**config.mk**
```make
export PLATFORM = sky130hd
export DESIGN_NAME = iiitb_pwm_capture
export DESIGN_NICKNAME = d
export VERILOG_FILES = /design/src/rtl/iiitb_pwm_capture_pkg.sv /design/src/rtl/iiitb_pwm_ratio.sv /design/src/rtl/iiitb_pwm_capture.sv
export SDC_FILE = /design/constraint.sdc
export NUM_CORES = 1
export LEC_CHECK = 0
export ABC_AREA = 1
export CORE_ASPECT_RATIO = 1.5
export CORE_MARGIN = 5
export CORE_UTILIZATION = 66
export DETAILED_ROUTE_END_ITERATION = 8
export PLACE_DENSITY = 0.86
export SYNTH_ARGS = -nofsm -noshare
export SYNTH_HDL_FRONTEND = slang
export SYNTH_SLANG_ARGS = --single-unit
```
**constraint.sdc**
```tcl
create_clock -name clk -period 10.4 [get_ports clk]
set_clock_uncertainty 0.1 [all_clocks]
set_input_delay 2.08 -clock clk [delete_from_list [all_inputs] [get_ports clk]]
set_output_delay 2.08 -clock clk [all_outputs]
set_load 0.02 [all_outputs]
```
**src/rtl/iiitb_pwm_capture_pkg.sv**
```systemverilog
// Shared definitions for the PWM capture block: FSM encoding and duty resolution.
package iiitb_pwm_capture_pkg;

  typedef enum logic [1:0] {
    ST_IDLE = 2'd0,
    ST_HIGH = 2'd1,
    ST_LOW  = 2'd2
  } state_t;

  localparam int unsigned DUTY_STEPS = 10;
  localparam int unsigned DUTY_W     = 4;

endpackage

```
**src/rtl/iiitb_pwm_ratio.sv**
```systemverilog
// Sequential duty ratio: largest k in 0..DUTY_STEPS with k*period <= 10*high, one k step per cycle.
module iiitb_pwm_ratio
  import iiitb_pwm_capture_pkg::*;
#(
  parameter int CNT_W = 16
) (
  input  logic              clk,
  input  logic              rst_n,
  input  logic              i_start,
  input  logic              i_abort,
  input  logic [CNT_W-1:0]  i_high,
  input  logic [CNT_W-1:0]  i_period,
  output logic              o_busy,
  output logic              o_done,
  output logic [DUTY_W-1:0] o_duty,
  output logic [CNT_W-1:0]  o_high,
  output logic [CNT_W-1:0]  o_period
);

  // Handshake: i_start is taken only while o_busy=0 (operands latched that cycle);
  // o_done is a one-cycle strobe and o_duty/o_high/o_period are valid in that cycle;
  // i_abort drops any computation in flight without a done strobe.

  localparam int ACC_W = CNT_W + 4;
  localparam logic [DUTY_W-1:0] K_MAX = DUTY_W'(DUTY_STEPS);

  logic              r_busy;
  logic [DUTY_W-1:0] r_k;
  logic [ACC_W-1:0]  r_acc;
  logic [ACC_W-1:0]  r_target;
  logic [CNT_W-1:0]  r_high;
  logic [CNT_W-1:0]  r_period;

  logic [ACC_W-1:0]  w_sum;
  logic              w_fits;
  logic              w_last;

  assign w_sum  = r_acc + ACC_W'(r_period);
  assign w_fits = (w_sum <= r_target) && (r_k < K_MAX);
  // Reaching k=10 ends the search without spending a cycle on a failing compare.
  assign w_last = w_fits && (r_k == K_MAX - 1'b1);

  assign o_busy   = r_busy;
  assign o_done   = r_busy && (!w_fits || w_last);
  assign o_duty   = w_fits ? r_k + 1'b1 : r_k;
  assign o_high   = r_high;
  assign o_period = r_period;

  always_ff @(posedge clk or negedge rst_n) begin
    if (!rst_n) begin
      r_busy   <= 1'b0;
      r_k      <= '0;
      r_acc    <= '0;
      r_target <= '0;
      r_high   <= '0;
      r_period <= '0;
    end else if (i_abort) begin
      r_busy <= 1'b0;
    end else if (r_busy) begin
      if (o_done) begin
        r_busy <= 1'b0;
      end else begin
        r_acc <= w_sum;
        r_k   <= r_k + 1'b1;
      end
    end else if (i_start) begin
      r_busy   <= 1'b1;
      r_k      <= '0;
      r_acc    <= '0;
      r_target <= ACC_W'(i_high) * ACC_W'(DUTY_STEPS);
      r_high   <= i_high;
      r_period <= i_period;
    end
  end

endmodule

```
**src/rtl/iiitb_pwm_capture.sv**
```systemverilog
// PWM capture: synchronizes pwm_in, measures high time and period per cycle, reports duty in tenths,
// and flags a line that has stopped toggling.
module iiitb_pwm_capture
  import iiitb_pwm_capture_pkg::*;
#(
  parameter int CNT_W   = 16,
  parameter int TIMEOUT = 1000
) (
  input  logic              clk,
  input  logic              rst_n,
  input  logic              pwm_in,
  output logic [CNT_W-1:0]  high_cnt,
  output logic [CNT_W-1:0]  period_cnt,
  output logic [DUTY_W-1:0] duty_tenths,
  output logic              meas_valid,
  output logic              stuck_hi,
  output logic              stuck_lo,
  output state_t            o_state
);

  localparam logic [CNT_W-1:0] TO_LAST = CNT_W'(TIMEOUT - 1);
  localparam logic [CNT_W-1:0] TO_MAX  = CNT_W'(TIMEOUT);

  function automatic logic [CNT_W-1:0] sat_inc(input logic [CNT_W-1:0] v);
    return (v == '1) ? v : v + 1'b1;
  endfunction

  logic             r_sync1, r_sync2, r_prev;
  state_t           r_state, w_state_next;
  logic [CNT_W-1:0] r_high_ctr, r_period_ctr, r_idle_ctr;

  logic              w_rise, w_fall, w_edge, w_timeout, w_capture;
  logic              w_busy, w_done;
  logic [DUTY_W-1:0] w_duty;
  logic [CNT_W-1:0]  w_res_high, w_res_period;

  assign w_rise    = r_sync2 & ~r_prev;
  assign w_fall    = ~r_sync2 & r_prev;
  assign w_edge    = w_rise | w_fall;
  // Fires once on the transition into TIMEOUT; the counter then saturates so it cannot repeat.
  assign w_timeout = !w_edge && (r_idle_ctr == TO_LAST);
  assign w_capture = w_rise && (r_state == ST_LOW);
  assign o_state   = r_state;

  always_ff @(posedge clk or negedge rst_n) begin
    if (!rst_n) begin
      r_sync1 <= 1'b0;
      r_sync2 <= 1'b0;
      r_prev  <= 1'b0;
    end else begin
      r_sync1 <= pwm_in;
      r_sync2 <= r_sync1;
      r_prev  <= r_sync2;
    end
  end

  always_ff @(posedge clk or negedge rst_n) begin
    if (!rst_n) r_state <= ST_IDLE;
    else        r_state <= w_state_next;
  end

  always_comb begin
    w_state_next = r_state;
    if (w_rise)                               w_state_next = ST_HIGH;
    else if (w_timeout)                       w_state_next = ST_IDLE;
    else if (r_state == ST_HIGH && w_fall)    w_state_next = ST_LOW;
  end

  // Counters start at 1 on the rise cycle, so the next rise cycle itself is not counted.
  always_ff @(posedge clk or negedge rst_n) begin
    if (!rst_n) begin
      r_high_ctr   <= '0;
      r_period_ctr <= '0;
    end else if (w_rise) begin
      r_high_ctr   <= CNT_W'(1);
      r_period_ctr <= CNT_W'(1);
    end else if (r_state == ST_HIGH && !w_fall) begin
      r_high_ctr   <= sat_inc(r_high_ctr);
      r_period_ctr <= sat_inc(r_period_ctr);
    end else if (r_state != ST_IDLE) begin
      r_period_ctr <= sat_inc(r_period_ctr);
    end
  end

  always_ff @(posedge clk or negedge rst_n) begin
    if (!rst_n)                    r_idle_ctr <= '0;
    else if (w_edge)               r_idle_ctr <= '0;
    else if (r_idle_ctr != TO_MAX) r_idle_ctr <= r_idle_ctr + 1'b1;
  end

  iiitb_pwm_ratio #(
    .CNT_W (CNT_W)
  ) u_ratio (
    .clk      (clk),
    .rst_n    (rst_n),
    .i_start  (w_capture && !w_busy),
    .i_abort  (w_timeout),
    .i_high   (r_high_ctr),
    .i_period (r_period_ctr),
    .o_busy   (w_busy),
    .o_done   (w_done),
    .o_duty   (w_duty),
    .o_high   (w_res_high),
    .o_period (w_res_period)
  );

  // meas_valid is a strobe with no backpressure; results hold until the next strobe.
  always_ff @(posedge clk or negedge rst_n) begin
    if (!rst_n) begin
      high_cnt    <= '0;
      period_cnt  <= '0;
      duty_tenths <= '0;
      meas_valid  <= 1'b0;
      stuck_hi    <= 1'b0;
      stuck_lo    <= 1'b0;
    end else begin
      meas_valid <= 1'b0;
      if (w_timeout) begin
        high_cnt    <= '0;
        period_cnt  <= '0;
        meas_valid  <= 1'b1;
        duty_tenths <= r_sync2 ? DUTY_W'(DUTY_STEPS) : '0;
        stuck_hi    <= r_sync2;
        stuck_lo    <= ~r_sync2;
      end else if (w_done) begin
        high_cnt    <= w_res_high;
        period_cnt  <= w_res_period;
        duty_tenths <= w_duty;
        meas_valid  <= 1'b1;
        stuck_hi    <= 1'b0;
        stuck_lo    <= 1'b0;
      end
    end
  end

endmodule
```
; Word level (Yosys, flattened, before mapping)
; Index checks and enable logic that the tools add are counted.
[classes]
shift = 0
div_mod_pow = 0
magnitude_cmp = 2
n_mux = 35
addsub = 5
reduce_logical = 23
n_eq_ne = 9
multipliers = 1
n_bitwise = 7
[ops]
columns = cell, n
row1 = 16-bit two-way mux, 13
row2 = 20-bit two-way mux, 3
row3 = 16-bit by 1-bit adder with 16-bit output (second input constant), 3
row4 = 16-bit equality test (second input constant), 2
row5 = 4-bit two-way mux, 7
row6 = 20-bit by 16-bit adder with 20-bit output, 1
row7 = 20-bit <= comparator, 1
row8 = 16-bit by 3-bit multiplier with 19-bit output (second input constant), 1
row9 = 16-bit by 10-bit equality test with 1-bit output (second input constant), 1
row10 = 16-bit by 10-bit inequality test with 1-bit output (second input constant), 1
row11 = 2-bit nonzero test, 5
row12 = 1-bit two-way mux, 9
row13 = 1-bit logical AND, 8
row14 = 2-bit two-way mux, 3
row15 = 3-bit AND reduction, 2
row16 = 3-bit nonzero test, 2
row17 = 4-bit by 1-bit adder with 4-bit output (second input constant), 1
row18 = 4-bit equality test (second input constant), 1
row19 = 1-bit zero test, 4
row20 = 4-bit less-than comparator (second input constant), 1
row21 = 2-bit inequality test (second input constant), 2
row22 = 1-bit inverter, 4
row23 = 1-bit AND, 2
row24 = 2-bit by 1-bit equality test with 1-bit output (second input constant), 1
row25 = 4 further kinds, 4
[word_totals]
mem_bits_rw = 0
regBits = 168
output_inout_bits = 41
inputBits = 3
latch_bits = 0
memories = 0
rom_bits = 0

; Logic depth before layout (Yosys ltp)
; Gate-level depths: netlist of run 1.
[depth]
ltp_word = 9
mapped_depth = 25
depth_no_buf = 23

; Hierarchy
; Synthesis of run 1 repeated with hierarchy kept, for this count alone.
[unflattened]
hier_cells = 1424
area_unflattened_um2 = 10331.2
[modules_own_cells]
columns = mod, area_each_um2, instances, cells_each
row1 = iiitb_pwm_ratio, 5549.1, 1, 770
row2 = iiitb_pwm_capture, 4782.1, 1, 654

; Worst setup path after synthesis of run 1
; No wires, ideal clock.
[synth_path]
path_type = reg2reg
start = register u_ratio.r_acc[0]
end = register u_ratio.r_acc[16]
setup_slack_ns = 7.130
n_path_buf = 2
arrival_ns = 3.053
period_less_slack_ns = 3.270
stages_incl_launch_ff = 25
cell_sequence = dfrtp_1 -> ha_1 -> fa_1 -> nand3_1 -> nand2_1 -> nand3_1 -> nand2_1 -> nand3_1 -> nand2_1 -> xor2_1 -> ha_1 -> nand2_1 -> inv_1 -> nand2_1 -> nand2_1 -> a21oi_1 -> nand3_2 -> nand2_2 -> nand3_1 -> nand2_2 -> buf_6 -> nand3_4 -> buf_6 -> nand2_1 -> nand2_1
[synth_via]
elab_chain_len = 8
[synth_lines]
columns = item, line_no
row1 = start: declaration, iiitb_pwm_ratio.sv:29  ; logic [ACC_W-1:0] r_acc;
row2 = start signal: assignment, iiitb_pwm_ratio.sv:63  ; r_acc <= w_sum;
row3 = 20-bit by 16-bit adder with 20-bit output (*), iiitb_pwm_ratio.sv:38  ; assign w_sum = r_acc + ACC_W'(r_period);
row4 = 20-bit <= comparator, iiitb_pwm_ratio.sv:39  ; assign w_fits = (w_sum <= r_target) && (r_k < K_MAX);
row5 = 1-bit logical AND, iiitb_pwm_ratio.sv:39
row6 = 1-bit zero test or 1-bit logical AND (tied branches), "iiitb_pwm_ratio.sv:44, iiitb_pwm_ratio.sv:41"
row7 = 1-bit logical OR, iiitb_pwm_ratio.sv:44  ; assign o_done = r_busy && (!w_fits || w_last);
row8 = 1-bit logical AND, iiitb_pwm_ratio.sv:44
row9 = 2-bit inequality test (no source line), n/a
row10 = 3-bit AND reduction (no source line), n/a
; Every way passes the cells marked *; elsewhere a longest branch is shown, timed or not. The select of a mux whose other input is x is not followed.
; A chain may end at the register's enable or synchronous reset.

; Final worst setup path of run 1
[layout_path]
start = register u_ratio.r_period[0] (netlist: u_ratio.o_period[0])
end = register u_ratio.r_acc[7]
[layout_via]
elab_chain_len = 8
[layout_lines]
columns = item, line_no
row1 = start: declaration, iiitb_pwm_ratio.sv:32  ; logic [CNT_W-1:0] r_period;
row2 = start signal: assignment, iiitb_pwm_ratio.sv:72  ; r_period <= i_period;
row3 = 20-bit by 16-bit adder with 20-bit output (*), iiitb_pwm_ratio.sv:38
row4 = 20-bit <= comparator, iiitb_pwm_ratio.sv:39
row5 = 1-bit logical AND, iiitb_pwm_ratio.sv:39
row6 = 1-bit zero test or 1-bit logical AND (tied branches), "iiitb_pwm_ratio.sv:44, iiitb_pwm_ratio.sv:41"
row7 = 1-bit logical OR, iiitb_pwm_ratio.sv:44
row8 = 1-bit logical AND, iiitb_pwm_ratio.sv:44
row9 = 2-bit inequality test (no source line), n/a
row10 = 3-bit AND reduction (no source line), n/a
; Marks and branches as above.

==> results.py, run 1 <==
metrics = {
    "setup_path": {
        "path_buf_inv": 2,
        "critPathTopFamily": "simple AND/OR/NAND/NOR gates",
        "setup.worst_path.end_class": "flop",
        "crit_path_top_delay_cell": "buf_4",
        "cp_max_fo": 44,
        "critPathArrivalTime_ns": 5.05,
        "worstPathRequired_ns": 10.63,
        "crit_top_cell": "nand2_1",
        "crit_chain": "ha_1, fa_1, nand3_1, nand2_1, nand3_1, nand2_1, nand3_1, nand2_1, xor2_1, ha_1, nand2_1, inv_1, nand2_1, nand2_1, a21oi_1, nand3_2, nand2_2, nand3_1, nand2_2, buf_4, nand3_4, nand2_1, nand2_1",
        "slowest_delay_ns": 0.51,
        "start_kind": "flop",
        "path_class": "reg -> reg",
    },
    "sta": {
        "timing.final.crit_share_pct": 46.4,
        "maxSlewHeadroom_pct": 20.7,
        "maxSlewViolCount": 0,
        "finalHoldViolCount": 0,
        "clock.fmax_mhz": 207,
        "setup_tns_ns": 0,
        "rsz0062_at_grt": "false",
        "worst_slew_pin_slew_ns": 1.19,
        "setup_viol": 0,
        "min_period_ns": 4.82,
    },
    "layout": {
        "diodes": 0,
        "area_growth_pct": 11.5,
        "regArea_mm2": 0.00415,
        "multi_input_area_mm2": 0.00483,
        "instances_no_fill": 1474,
        "fin_util_pct": 74.7,
        "fill_cells": 1143,
        "finalInstanceArea_mm2": 0.0108,
        "drive_gt1_share_pct": 4.62,
        "fin_nets": 1341,
        "mostFrequentLayoutCell": "nand2_1",
        "layout_common_cells": "364 x nand2_1, 166 x dfrtp_1, 134 x inv_1",
    },
    "logic_synthesis": {
        "syn_nets": 1311,
        "syn-mean-instance-area_um2": 7.85,
        "ys_ff_latch": 166,
        "async_reset_ff_share_pct": 100,
        "synth-compound-area-share_pct": 9.22,
        "synth_edf_count": 0,
        "ys_types": 40,
        "synth-xor-area-share_pct": 3.07,
        "yosysWarnings": 0,
        "synth_top_family_by_area": "simple AND/OR/NAND/NOR gates",
        "synthesis.instances": 1235,
        "synthFlopType": "dfrtp_1",
        "synth-adder-area-share_pct": 9.58,
        "yosys.area_share.simple_pct": 27.9,
        "yosysSeqAreaShare_pct": 42.9,
        "syn_area_mm2": 0.00969,
        "synthMuxAreaShare_pct": 0,
    },
    "placed_design": {
        "place_hpwl_um": 17200,
        "place.gp.congestion": 0.992,
        "postPlaceCellArea_mm2": 0.0102,
        "placed_cells": 1442,
        "io_buffers": 43,
    },
    "clocking": {
        "cts_setup_buffers": 0,
        "cts-root-buf": "clkbuf_16",
        "clock_sinks": 166,
        "cts_buffers": 17,
        "hold_buffers": 0,
        "insertion_delay_ns": 0.44,
        "cts_buffer_depth": 2,
        "tritoncts": "built",
        "clkTransAtPathRegs_ns": 0.07,
        "cts_resized": 0,
        "htreeDepth": 4,
    },
    "detailed_routing": {
        "wire_per_inst_um": 16.5,
        "vias_per_cell": 5.92,
        "drtAntennaViolNets": 0,
        "wl_um": 24400,
        "drtIter0Drc": 715,
        "route.detailed.drc": 0,
        "via_count": 8720,
        "firstDrtPassIters": 7,
    },
    "global_routing": {
        "track_usage_pct": 30.4,
        "grt_pass1_wl_um": 41000,
        "met3_usage_pct": 6.37,
        "grt_pass1_vias": 8778,
        "overflow": 0,
        "grtUsageMet1_pct": 35.0,
        "grt_start_max_net_pins": 96,
        "top_usage_layer": "met2",
        "met2_usage_pct": 51.9,
        "grt_antenna_before_repair": 0,
    },
    "floorplan": {
        "coreArea_mm2": 0.0145,
        "fp.dieW_um": 109,
        "die_area_mm2": 0.0173,
        "start_util_pct": 67.0,
        "die_h_um": 158,
        "ios": 44,
        "rows": 54,
    },
    "run": {
        "maxCapViolCount": 0,
    },
    "power_and_ir_drop": {
        "leakage_nw": 5.56,
        "power_density_mw_per_mm2": 190,
        "ir_worst_vdd_v": 0.000124,
        "power.total_w": 0.00206,
    },
    "worst_hold_path": {
        "hold_class": "reg -> reg",
    },
    "outcome": {
        "status": "finished, final reports clean",
    },
}
[cell usage after synthesis, types with 3 or more instances]
| master | count | area [um^2] |
|---|---|---|
| nand2_1 | 364 | 1370 |
| dfrtp_1 | 166 | 4150 |
| inv_1 | 134 | 503 |
| nand3_1 | 103 | 515 |
| ha_1 | 71 | 888 |
| nor2_1 | 67 | 251 |
| a21oi_1 | 61 | 305 |
| o21ai_0 | 51 | 255 |
| nand4_1 | 37 | 231 |
| o21ai_1 | 32 | 160 |
| xor2_1 | 27 | 236 |
| nor3_1 | 17 | 85.1 |
| clkbuf_1 | 13 | 48.8 |
| buf_2 | 12 | 60.1 |
| nor4_1 | 10 | 62.6 |
| o31ai_1 | 8 | 60.1 |
| xnor2_1 | 7 | 61.3 |
| buf_4 | 6 | 45.0 |
| inv_2 | 5 | 18.8 |
| nor2_2 | 5 | 31.3 |
| a21o_1 | 4 | 30.0 |
| nand2_2 | 4 | 25.0 |
| o211ai_1 | 4 | 30.0 |
| buf_6 | 3 | 33.8 |
| nand3b_1 | 3 | 22.5 |
[path summary, 6_finish.rpt]
kind / start / endpoint / slack, ns / cells after the start
worst max-delay path: u_ratio.o_period[0] / u_ratio.r_acc[7] / 5.58 / 23
worst min-delay path: r_sync1 / r_sync2 / 0.25 / 0
worst min register to register: r_sync1 / r_sync2 / 0.25 / 0
min in group asynchronous: rst_n / u_ratio.o_high[12] / 1.64 / 1
max in group asynchronous: rst_n / r_period_ctr[8] / 7.12 / 2
worst max register to register: u_ratio.o_period[0] / u_ratio.r_acc[7] / 5.58 / 23
[per-layer routing]
metal  part of all wire (%)  up-vias
li1                       -     4134
met1                     38     4163
met2                     52      331
met3                    4.9       92
met4                    5.5        0
met5                      0        -
[flip-flops by register name, summed over array words and instances (netlist names)]
name / count
stuck_hi: 1
duty_tenths: 4
period_cnt: 16
o_state: 2
u_ratio.o_period: 16
u_ratio.o_high: 16
r_prev: 1
r_high_ctr: 16
high_cnt: 16
r_period_ctr: 16
r_idle_ctr: 16
u_ratio.o_busy: 1
r_sync2: 1
meas_valid: 1
u_ratio.r_acc: 20
u_ratio.r_k: 4
u_ratio.r_target: 17
r_sync1: 1
stuck_lo: 1
[power by group]
part,total [W],internal [W],switching (W)
combinational,0.000615,0.000197,0.000418
clock,0.000651,0.000378,0.000273
sequential,0.000793,0.000715,0.0000777
total,0.00206,0.00129,0.000769
[metrics by stage]
stage               setup slack, ns  hold slack [ns]
floorplan                      7.13            0.231
global placement               5.76            0.235
finish                         5.58            0.248
global route                   5.28            0.258
CTS                            5.65            0.251
detailed placement             5.66            0.236
[worst reg2reg max path: stages (launching register included)]
cell and delay (ns):
dfrtp_1 0.41, ha_1 0.28, fa_1 0.48, nand3_1 0.10, nand2_1 0.13, nand3_1 0.12, nand2_1 0.08, nand3_1 0.11
nand2_1 0.09, xor2_1 0.22, ha_1 0.27, nand2_1 0.08, inv_1 0.04, nand2_1 0.05, nand2_1 0.05, a21oi_1 0.20
nand3_2 0.12, nand2_2 0.10, nand3_1 0.09, nand2_2 0.41, buf_4 0.51, nand3_4 0.41, nand2_1 0.17, nand2_1 0.07
[kinds of logic (layout without fill, tap and decap cells)]
logic type | count (synthesis) | count (layout)
simple gates | 621 | 621
buf+inv | 174 | 217
compound gates | 167 | 167
flops | 166 | 166
fa+ha+maj | 73 | 73
xor+xnor | 34 | 34
[cell type report]
| type | count | share of cell area [%] |
|---|---|---|
| clock inverters | 11 | 1.26 |
| repair buffers | 46 | 4.20 |
| multi-input cells | 895 | 44.7 |
| flip-flops and latches | 166 | 38.4 |
| well taps | 196 | 2.27 |
| clock buffers | 21 | 4.35 |
| inverters | 139 | 4.83 |
Power figures use the tool's default switching activity.
==> run 2: changes to the inputs <==
CORE_UTILIZATION = 55   (was 66)
PLACE_DENSITY = 0.76   (was 0.86)
clock period = 4.3 ns   (was 10.4 ns; I/O delays follow)
==> results.py, run 2 (synthesis gave the netlist of run 1 again) <==
metrics = {
    "outcome": {
        "status": "finished, final reports clean",
    },
    "layout": {
        "drive_gt1_share_pct": 5.29,
        "area_growth_pct": 12.9,
        "multi_input_area_mm2": 0.00486,
        "regArea_mm2": 0.00415,
        "fill_cells": 1486,
        "top_regs": "u_ratio.r_acc: 20 flops, u_ratio.r_target: 17 flops",
        "regMostFlops": "u_ratio.r_acc",
        "layout_common_cells": "364 x nand2_1, 166 x dfrtp_1, 134 x inv_1",
        "fin_nets": 1350,
        "largest_reg_flops": 20,
        "mostFrequentLayoutCell": "nand2_1",
        "fin_util_pct": 63.1,
        "diodes": 0,
    },
    "sta": {
        "maxSlewViolCount": 0,
        "worst_slew_pin_slew_ns": 1.21,
        "setup_viol": 0,
        "finalHoldViolCount": 0,
        "min_period_ns": 4.03,
        "timing.final.crit_share_pct": 93.8,
        "setup_tns_ns": 0,
        "maxSlewHeadroom_pct": 18.5,
        "clock.fmax_mhz": 248,
    },
    "placed_design": {
        "place_hpwl_um": 17800,
        "place.gp.congestion": 0.983,
        "io_buffers": 43,
    },
    "worst_hold_path": {
        "min_to": "r_sync2",
        "hold_depth": 0,
        "hold_class": "reg -> reg",
        "min-delay-start": "r_sync1",
    },
    "setup_path": {
        "crit_chain": "ha_1, fa_1, nand3_1, nand2_1, nand3_1, nand2_1, nand3_1, nand2_1, xor2_1, ha_1, nand2_1, inv_1, nand2_1, nand2_1, a21oi_1, nand3_2, nand2_2, nand3_1, nand2_4, buf_6, nand4_1, nand2_1",
        "path_class": "reg -> reg",
        "reg2reg_to": "u_ratio.r_acc[5]",
        "critPathTopFamily": "simple AND/OR/NAND/NOR gates",
        "start_kind": "flop",
        "rr_worst_depth": 22,
        "crit_top_cell": "nand2_1",
        "path_buf_inv": 2,
        "cp_max_fo": 31,
        "r2r_setup_slack_ns": 0.27,
        "timing.rr.start": "u_ratio.o_period[0]",
        "crit_path_top_delay_cell": "fa_1",
        "worstPathRequired_ns": 4.57,
        "critPathArrivalTime_ns": 4.30,
        "slowest_delay_ns": 0.46,
        "setup.worst_path.end_class": "flop",
    },
    "detailed_routing": {
        "wire_per_inst_um": 16.5,
        "drtIter0Drc": 561,
        "wl_met2_um": 12300,
        "via_count": 8583,
        "met3_wirelength_um": 1350,
        "vias_per_cell": 5.73,
        "firstDrtPassIters": 8,
        "drtAntennaViolNets": 0,
        "wl_um": 24800,
        "route.detailed.drc": 0,
        "met1_length_um": 10200,
        "top_layer": "met5",
    },
    "clocking": {
        "cts_buffer_depth": 2,
        "clkTransAtPathRegs_ns": 0.07,
        "hold_buffers": 0,
        "cts-root-buf": "clkbuf_16",
        "insertion_delay_ns": 0.43,
        "tritoncts": "built",
        "clock_sinks": 166,
        "cts_buffers": 17,
        "htreeDepth": 4,
    },
    "floorplan": {
        "start_util_pct": 55.9,
        "coreArea_mm2": 0.0173,
        "die_area_mm2": 0.0204,
        "fp.dieW_um": 118,
        "rows": 59,
        "ios": 44,
        "die_h_um": 173,
    },
    "global_routing": {
        "grt_antenna_before_repair": 0,
        "grt_start_max_net_pins": 72,
        "overflow": 0,
        "grt_pass1_wl_um": 41500,
        "track_usage_pct": 24.5,
        "grt_pass1_vias": 8510,
    },
    "power_and_ir_drop": {
        "power_density_mw_per_mm2": 463,
        "leakage_nw": 5.61,
        "clockPowerShare_pct": 30.9,
        "ir_worst_vdd_v": 0.000484,
        "power_frac_seq_pct": 37.6,
        "combPwrFrac_pct": 31.5,
        "swShare_pct": 37.4,
        "internal_power_w": 0.00317,
        "p_switching_w": 0.00190,
    },
    "run": {
        "maxCapViolCount": 0,
    },
}
## run 2: cell types whose count changed in the layout (fill, tap and decap cells not counted), sizes merged
cell | previous run | this run
buf | 4 | 11
clkinv | 3 | 2
clkinvlp | 1 | 2
nor2 | 74 | 75
clkbuf | 21 | 20
nand3 | 106 | 107
## run 2: final cells by class
type | count | share of cell area, %
Tap cell | 213 | 2.43
Timing Repair Buffer | 53 | 4.93
Inverter | 139 | 4.77
Multi-Input combinational cell | 897 | 44.4
Sequential cell | 166 | 38.0
Clock buffer | 20 | 4.26
Clock inverter | 11 | 1.26
## run 2: power groups by stage
stage	combinational (W)	clock (W)	sequential, W
6_report	0.00160	0.00157	0.00191
5_1_grt	0.00177	0.00165	0.00193
4_1_cts	0.00149	0.00159	0.00190
3_5_place_dp	0.00147	0	0.00192
3_3_place_gp	0.00145	0	0.00192
2_1_floorplan	0.00105	0	0.00192
## run 2: how the worst max path moves through the flow
stage          slack, ns           startpoint                 to  depth (start not counted)
2_1_floorplan       1.03     u_ratio.r_acc[0]  u_ratio.r_acc[16]                         24
4_1_cts            0.005  u_ratio.o_period[0]     period_cnt[15]                         23
5_1_grt            -0.01  u_ratio.o_period[0]   u_ratio.r_acc[5]                         22
6_report            0.27  u_ratio.o_period[0]   u_ratio.r_acc[5]                         22
3_3_place_gp       0.004  u_ratio.o_period[0]     period_cnt[15]                         23
3_5_place_dp       0.002  u_ratio.o_period[0]     period_cnt[15]                         23
## run 2: repair_timing
action,CTS,global route
buffers inserted,0,1
endpoints found under the setup margin,0,35
resized for setup,0,5
## run 2: per-stage QoR
stage               instance area, um^2  total power [W]  instances  hold WS (ns)  worst slack [ns]
floorplan                          9690          0.00298       1235         0.231              1.03
global placement                  10300          0.00337       1465         0.233           0.00409
detailed placement                10300          0.00340       1465         0.236           0.00215
CTS                               10900          0.00498       1496         0.251           0.00450
global route                      10900          0.00535       1499         0.257           -0.0131
finish                            10900          0.00507       1499         0.248             0.268
## run 2: per-layer routing
metal,vias to the layer above,GRT usage (%)
met4,2,11.1
li1,4161,-
met2,293,41.3
met1,4065,31.3
met5,-,0
met3,62,3.46
